### config.mk
export PLATFORM = sky130hd
export DESIGN_NAME = seg7_scan_driver
export DESIGN_NICKNAME = d
export VERILOG_FILES = /design/src/rtl/seg7_scan_driver.sv
export SDC_FILE = /design/constraint.sdc
export NUM_CORES = 1
export LEC_CHECK = 0
export CAP_MARGIN = 10
export CORE_MARGIN = 5
export CORE_UTILIZATION = 59
export CTS_BUF_LIST = sky130_fd_sc_hd__clkbuf_16
export DETAILED_ROUTE_END_ITERATION = 8
export GPL_TIMING_DRIVEN = 1
export PLACE_DENSITY = 0.87
export SYNTH_ARGS = -nofsm -noshare
export SYNTH_HDL_FRONTEND = slang
export SYNTH_SLANG_ARGS = --single-unit
### constraint.sdc
create_clock -name clk -period 4.1 [get_ports clk]
set_input_delay 1.23 -clock clk [delete_from_list [all_inputs] [get_ports clk]]
set_output_delay 1.23 -clock clk [all_outputs]
set_load 0.01 [all_outputs]
### src/rtl/seg7_scan_driver.sv
`default_nettype none
// ============================================================================
//  Module      : seg7_scan_driver
//  Description : 4-digit time-multiplexed driver for an MC14495-style
//                hex-to-7-segment decoder, with tear-free frame swaps.
//  Revision    : 1.0 - initial release
// ============================================================================
module seg7_scan_driver #(
   parameter int SCAN_DIV = 100000
) (
   input  logic        clk,
   input  logic        rst_n,
   input  logic        load,
   input  logic [15:0] hex_in,
   input  logic [3:0]  point_in,
   input  logic [3:0]  blank_in,
   input  logic        lz_en,
   output logic        ready,
   output logic [3:0]  hex_digit,
   output logic        le,
   output logic        dp,
   output logic [3:0]  anode_n,
   output logic [1:0]  digit_idx
);

   localparam int                   c_PRESC_W  = (SCAN_DIV > 1) ? $clog2(SCAN_DIV) : 1;
   localparam logic [c_PRESC_W-1:0] c_TICK_VAL = c_PRESC_W'(SCAN_DIV - 1);

   logic [c_PRESC_W-1:0] r_presc;
   logic [1:0]           r_idx;
   logic                 r_pending;
   logic [15:0]          r_sh_hex;
   logic [3:0]           r_sh_point;
   logic [3:0]           r_sh_blank;
   logic                 r_sh_lz;
   logic [15:0]          r_act_hex;
   logic [3:0]           r_act_point;
   logic [3:0]           r_act_blank;
   logic                 r_act_lz;

   logic                 w_tick;
   logic                 w_wrap;
   logic [3:0]           w_nib_zero;
   logic [3:0]           w_zero_from;
   logic                 w_lz_sup;
   logic                 w_le;

   assign w_tick = (r_presc == c_TICK_VAL);
   assign w_wrap = w_tick && (r_idx == 2'd3);

   always_ff @(posedge clk) begin
      if (!rst_n) begin
         r_presc     <= '0;
         r_idx       <= 2'd0;
         r_pending   <= 1'b0;
         r_sh_hex    <= 16'h0000;
         r_sh_point  <= 4'h0;
         r_sh_blank  <= 4'h0;
         r_sh_lz     <= 1'b0;
         r_act_hex   <= 16'h0000;
         r_act_point <= 4'h0;
         r_act_blank <= 4'hF;
         r_act_lz    <= 1'b0;
      end else begin
         r_presc <= w_tick ? '0 : r_presc + 1'b1;
         if (w_tick) begin
            r_idx <= r_idx + 2'd1;
         end
         // Swap and capture need opposite pending states, so they never collide.
         if (w_wrap && r_pending) begin
            r_act_hex   <= r_sh_hex;
            r_act_point <= r_sh_point;
            r_act_blank <= r_sh_blank;
            r_act_lz    <= r_sh_lz;
            r_pending   <= 1'b0;
         end
         if (load && !r_pending) begin
            r_sh_hex   <= hex_in;
            r_sh_point <= point_in;
            r_sh_blank <= blank_in;
            r_sh_lz    <= lz_en;
            r_pending  <= 1'b1;
         end
      end
   end

   generate
      for (genvar j = 0; j < 4; j++) begin : g_nib_zero
         assign w_nib_zero[j] = (r_act_hex[4*j +: 4] == 4'h0);
      end
   endgenerate

   // w_zero_from[i]: every nibble from i up to the most significant is zero.
   assign w_zero_from = {w_nib_zero[3],
                         &w_nib_zero[3:2],
                         &w_nib_zero[3:1],
                         &w_nib_zero[3:0]};

   assign w_lz_sup  = r_act_lz && (r_idx != 2'd0) && w_zero_from[r_idx];
   assign w_le      = r_act_blank[r_idx] | w_lz_sup;

   assign ready     = ~r_pending;
   assign hex_digit = r_act_hex[4*r_idx +: 4];
   assign le        = w_le;
   assign dp        = r_act_point[r_idx] & ~w_le;
   assign anode_n   = ~(4'b0001 << r_idx);
   assign digit_idx = r_idx;

endmodule
`default_nettype wire

* After elaboration in Yosys (flattened, before gate mapping)
Index checks and enable logic that the tools add are counted.
** Word-level totals
- Input bits :: 28
- Bits in read-only memories :: 0
- Bits in registers :: 70
- Latch bits :: 0
- Memories kept :: 0
- Logic and storage cells :: 48
- Memory bits (writable) :: 0
- Output and inout port bits :: 13
** Operators by class
- Multiply operators :: 0
- Add/subtract/negate cells :: 2
- Reductions and logical operators :: 16
- Equality and inequality tests :: 2
- Shift operators :: 2
- Multiplexer cells :: 8
- $lt $le $gt $ge :: 1
- Div/mod/pow operators :: 0
- Bitwise gates (word level) :: 6
** Operators by type and width (number)
- $add A17 B1 Y17 const B :: 1
- $eq A17 B17 Y1 const B :: 1
- $logic_not A4 Y1 :: 4
- $shiftx A16 B5 Y4 :: 1
- $bmux W1 S2 :: 3
- $logic_and A1 B1 Y1 :: 5
- $mux W1 :: 5
- $not A4 Y4 :: 1
- $reduce_and A4 Y1 :: 1
- $reduce_bool A2 Y1 :: 2
- $shl A1 B2 Y4 const A :: 1
- $lt A2 B3 Y1 const B :: 1
- $not A1 Y1 :: 3
- $reduce_and A3 Y1 :: 1
- $add A2 B1 Y2 const B :: 1
- $eq A2 B2 Y1 const B :: 1
- $reduce_and A2 Y1 :: 1
- $reduce_or A2 Y1 :: 1
- $and A1 B1 Y1 :: 1
- $logic_not A1 Y1 :: 1
- $or A1 B1 Y1 :: 1

* Longest topological paths before layout
- Word-level depth :: 8
- Depth in mapped cells :: 7
- Mapped depth without buffers :: 6

* Worst setup path before layout
Ideal clock, no wire load.
- Path kind :: reg2out
- Start :: register r_idx[1], in the netlist digit_idx[1]
- End :: output le
- Path slack :: 1.196 ns
- Buffers on the path :: 1
- Required time :: 2.870 ns
- Cell stages (with the launch flop) :: 8
- Data arrival time :: 1.674 ns
- Cell sequence :: dfxtp_1 -> clkbuf_1 -> inv_1 -> ha_1 -> nor4b_1 -> nand2_1 -> a211oi_1 -> or2_2
** On the way
- Word-level cells in the longest chain between the ends :: 4
- Elaborated cells on any way between the ends :: 8
- Those cells by class :: mux: 4; bitwise: 1; reduce/logical: 3
** RTL lines
- from (decl) :: RTL line 30 : logic [1:0] r_idx;
- from (signal assigned) :: RTL line 67 : r_idx <= r_idx + 2'd1;
- $bmux W1 S2 or $reduce_bool A2 Y1 (tied branches) :: RTL line 99 : assign w_lz_sup = r_act_lz && (r_idx != 2'd0) && w_zero_from[r_idx];
- $mux W1 (implied by the code) or $logic_and A1 B1 Y1 (tied branches) :: RTL line 99
- $logic_and A1 B1 Y1 :: RTL line 99
- $or A1 B1 Y1 (*) :: RTL line 100 : assign w_le = r_act_blank[r_idx] | w_lz_sup;
- to (decl) :: RTL line 20 : output logic le,
Mark *: on every way between the ends. The rest lies on a longest branch, timed or not. The select of a mux whose other input is x is not followed.

* Worst setup path after layout
Ends and elaborated chain as after synthesis.

==> results_dict.tcl <==
set metrics [dict create \
    whs_ns 0.456 \
    synth_xor_xnor_area_share_pct 3.85 \
    tightest_slew_ns 0.837 \
    die_h_um 83.5 \
    post_cts_buffers 0 \
    r2r-end "r_act_hex[11]" \
    synth_top_area_share_pct 44.0 \
    post_route_cells_drive_above_1_share_pct 7.01 \
    p_int_mw 1.26 \
    clock_path_buffers 2 \
    synth_top_family_by_area "simple AND/OR/NAND/NOR gates" \
    cts_tree "built" \
    critPathMaxFanout 12 \
    fin_cells 455 \
    cp_data_arrival_time_ns 2.60 \
    yosysSeqAreaShare_pct 44.0 \
    synthAdderAreaFrac_pct 1.96 \
    placed_cells 440 \
    grt_pass1_vias 2368 \
    cts_resized 0 \
    dr.pass1.iters 4 \
    antenna_found_initial 0 \
    gp_congestion 0.921 \
    io_pins 41 \
    synth.avg_cell_area_um2 9.16 \
    met2_usage_pct 28.9 \
    vias 2470 \
    synth_area_um2 3190 \
    drc 0 \
    synth_mux_area_share_pct 11.1 \
    hold_viol_final 0 \
    p_clk_share_pct 50.3 \
    antenna_left 0 \
    grt_util_met1_pct 26.4 \
    globalRouteTotalUtil_pct 19.5 \
    skew_ns 0.00791 \
    p_per_area_nw_per_um2 414 \
    wl_um 6470 \
    outcome "complete, no violations" \
    start_util_pct 61.6 \
    rrSetupSlack_ns 2.00 \
    synth_nets 381 \
    viasPerCell 5.43 \
    dieArea_um2 6970 \
    tns_ns 0 \
    worst_setup_path_end_kind "output pin" \
    coreArea_um2 5170 \
    final-setup-viol-count 0 \
    hold_start "r_sh_hex[13]" \
    ir_drop_uv 326 \
    top_usage_layer "met2" \
    yosysUniqueCellTypes 41 \
    final_max_slew_viol_count 0 \
    gr-total-overflow 0 \
    yosys-top-cells-area "dfxtp_1 (44%), nand2_1 (12%), mux2i_1 (6.9%), a21boi_0 (5.9%), mux4_2 (4.2%)" \
    rsz0062_at_grt "false" \
    drtIter0Drc 228 \
    synthArstFlopShare_pct 0 \
    diodes 0 \
    final_common_cell "nand2_1" \
    syn_to_final_growth_pct 20.2 \
    root_buffer "clkbuf_16" \
    clock_latency_ns 0.33 \
    clk_pin_slew_ns 0.06 \
    ys.flop_type "dfxtp_1" \
    cts_max_level 3 \
    synth_top_area_cell "dfxtp_1" \
    critical_path_class "flip-flop to output pin" \
    start_kind "flip-flop" \
    fmax_ghz 0.261 \
    slew_headroom_pct 44.1 \
    final_util_pct 74.1 \
    clock-sinks 70 \
    final_nets 414 \
    min_period_ns 3.83 \
    rr_startpoint "r_presc[0]" \
    dpl.hpwl_um 4320 \
    synth-compound-area-share_pct 9.07 \
    die_w_um 83.5 \
    ys_warn_count 0 \
    whs_path_depth 2 \
    ys_ff_latch 70 \
    worstHoldEndpoint "r_act_hex[13]" \
    crit_start "digit_idx[1]" \
    grt_start_max_net_pins 58 \
    use_met3_pct 4.34 \
    mostFrequentLayoutCells "nand2_1 (99), dfxtp_1 (70), clkdlybuf4s50_1 (39)" \
    synth_edf_count 0 \
    syn_inst 348 \
    power_switching_share_pct 20.5 \
    cap_violations 0 \
    hold_path.class "flip-flop to flip-flop" \
    port_buffers 40 \
    reg2regPathDepth 5 \
    wl_per_cell_um 14.2 \
    pwr-share-seq_pct 44.7 \
    num_rows 26 \
    leakagePower_nw 1.36 \
    yosys.area_share.simple_pct 23.4 \
    cts-buffers-inserted 9 \
    timing.final.crit_share_pct 93.4 \
    cts-hold-fix-buffers 0 \
    p_sw_uw 326 \
    p_comb_share_pct 5.0 \
    cp.required_ns 2.87 \
    grt_pass1_wl_um 11000 \
]
registers in the layout, summed over array words and instances (netlist names):
| register | flops |
|---|---|
| r_presc | 17 |
| r_act_hex | 16 |
| r_sh_hex | 16 |
| r_act_blank | 4 |
| r_act_point | 4 |
| r_sh_blank | 4 |
| r_sh_point | 4 |
| digit_idx | 2 |
| r_act_lz | 1 |
| r_pending | 1 |
| r_sh_lz | 1 |
layer usage:
metal / part of all wire, % / wire length, µm
met2: 44 / 2840
met1: 48 / 3090
met5: 0 / 0
met3: 6.5 / 422
met4: 1.8 / 114
worst max-delay path by stage:
stage / endpoint / slack, ns
after floorplan: le / 1.20
after global placement: le / 0.78
after detailed placement: le / 0.59
after CTS: le / 0.24
after global routing: le / 0.14
final: le / 0.27
stage by stage:
stage,cell area [µm²],power [mW],setup WS (ns)
final,3830,1.59,0.272
after global placement,3530,0.799,0.780
after global routing,3830,1.63,0.143
after floorplan,3190,0.765,1.20
after CTS,3830,1.59,0.235
after detailed placement,3530,0.801,0.592
synth_stat cells (4+ instances only):
| cell | number |
|---|---|
| nand2_1 | 99 |
| dfxtp_1 | 70 |
| a21boi_0 | 25 |
| mux2i_1 | 22 |
| nor2_1 | 15 |
| inv_1 | 12 |
| clkbuf_1 | 10 |
| xnor2_1 | 9 |
| nand3_1 | 7 |
| nand4_1 | 7 |
| o21ai_0 | 7 |
| mux4_2 | 6 |
| nor4_1 | 6 |
| ha_1 | 5 |
| xor2_1 | 5 |
| buf_6 | 4 |
| o311ai_1 | 4 |
area by class of cell:
type | instances | area [µm²]
fill | 363 | 1340
timing repair buffer | 43 | 418
sequential | 70 | 1400
inverter | 12 | 45.0
tap | 70 | 87.6
multi-input combinational | 245 | 1580
clock buffer | 9 | 225
clock inverter | 6 | 77.6
worst max-delay path: stages (launching register included):
cell and delay, ns:
dfxtp_1 0.57, inv_1 0.16, ha_1 0.24, nor4b_1 0.28
nand2_1 0.09, a211oi_1 0.24, or2_2 0.17, clkdlybuf4s50_1 0.52
logic make-up (layout without fill, tap and decap cells):
logic type	after synthesis	count (layout)
AO/OA/AOI/OAI	41	41
XOR/XNOR	14	14
adder cells (fa/ha/maj)	5	5
buffers and inverters	33	70
flip-flops	70	70
multiplexers	28	28
AND/OR/NAND/NOR	157	157
power by group through the flow:
stage	sequential [mW]	clock, mW	combinational, mW
final	0.709	0.798	0.0786
after global routing	0.710	0.833	0.0887
after global placement	0.722	0	0.0764
after floorplan	0.720	0	0.0445
after CTS	0.709	0.803	0.0794
after detailed placement	0.723	0	0.0780
(Power assumes the default switching activity.)
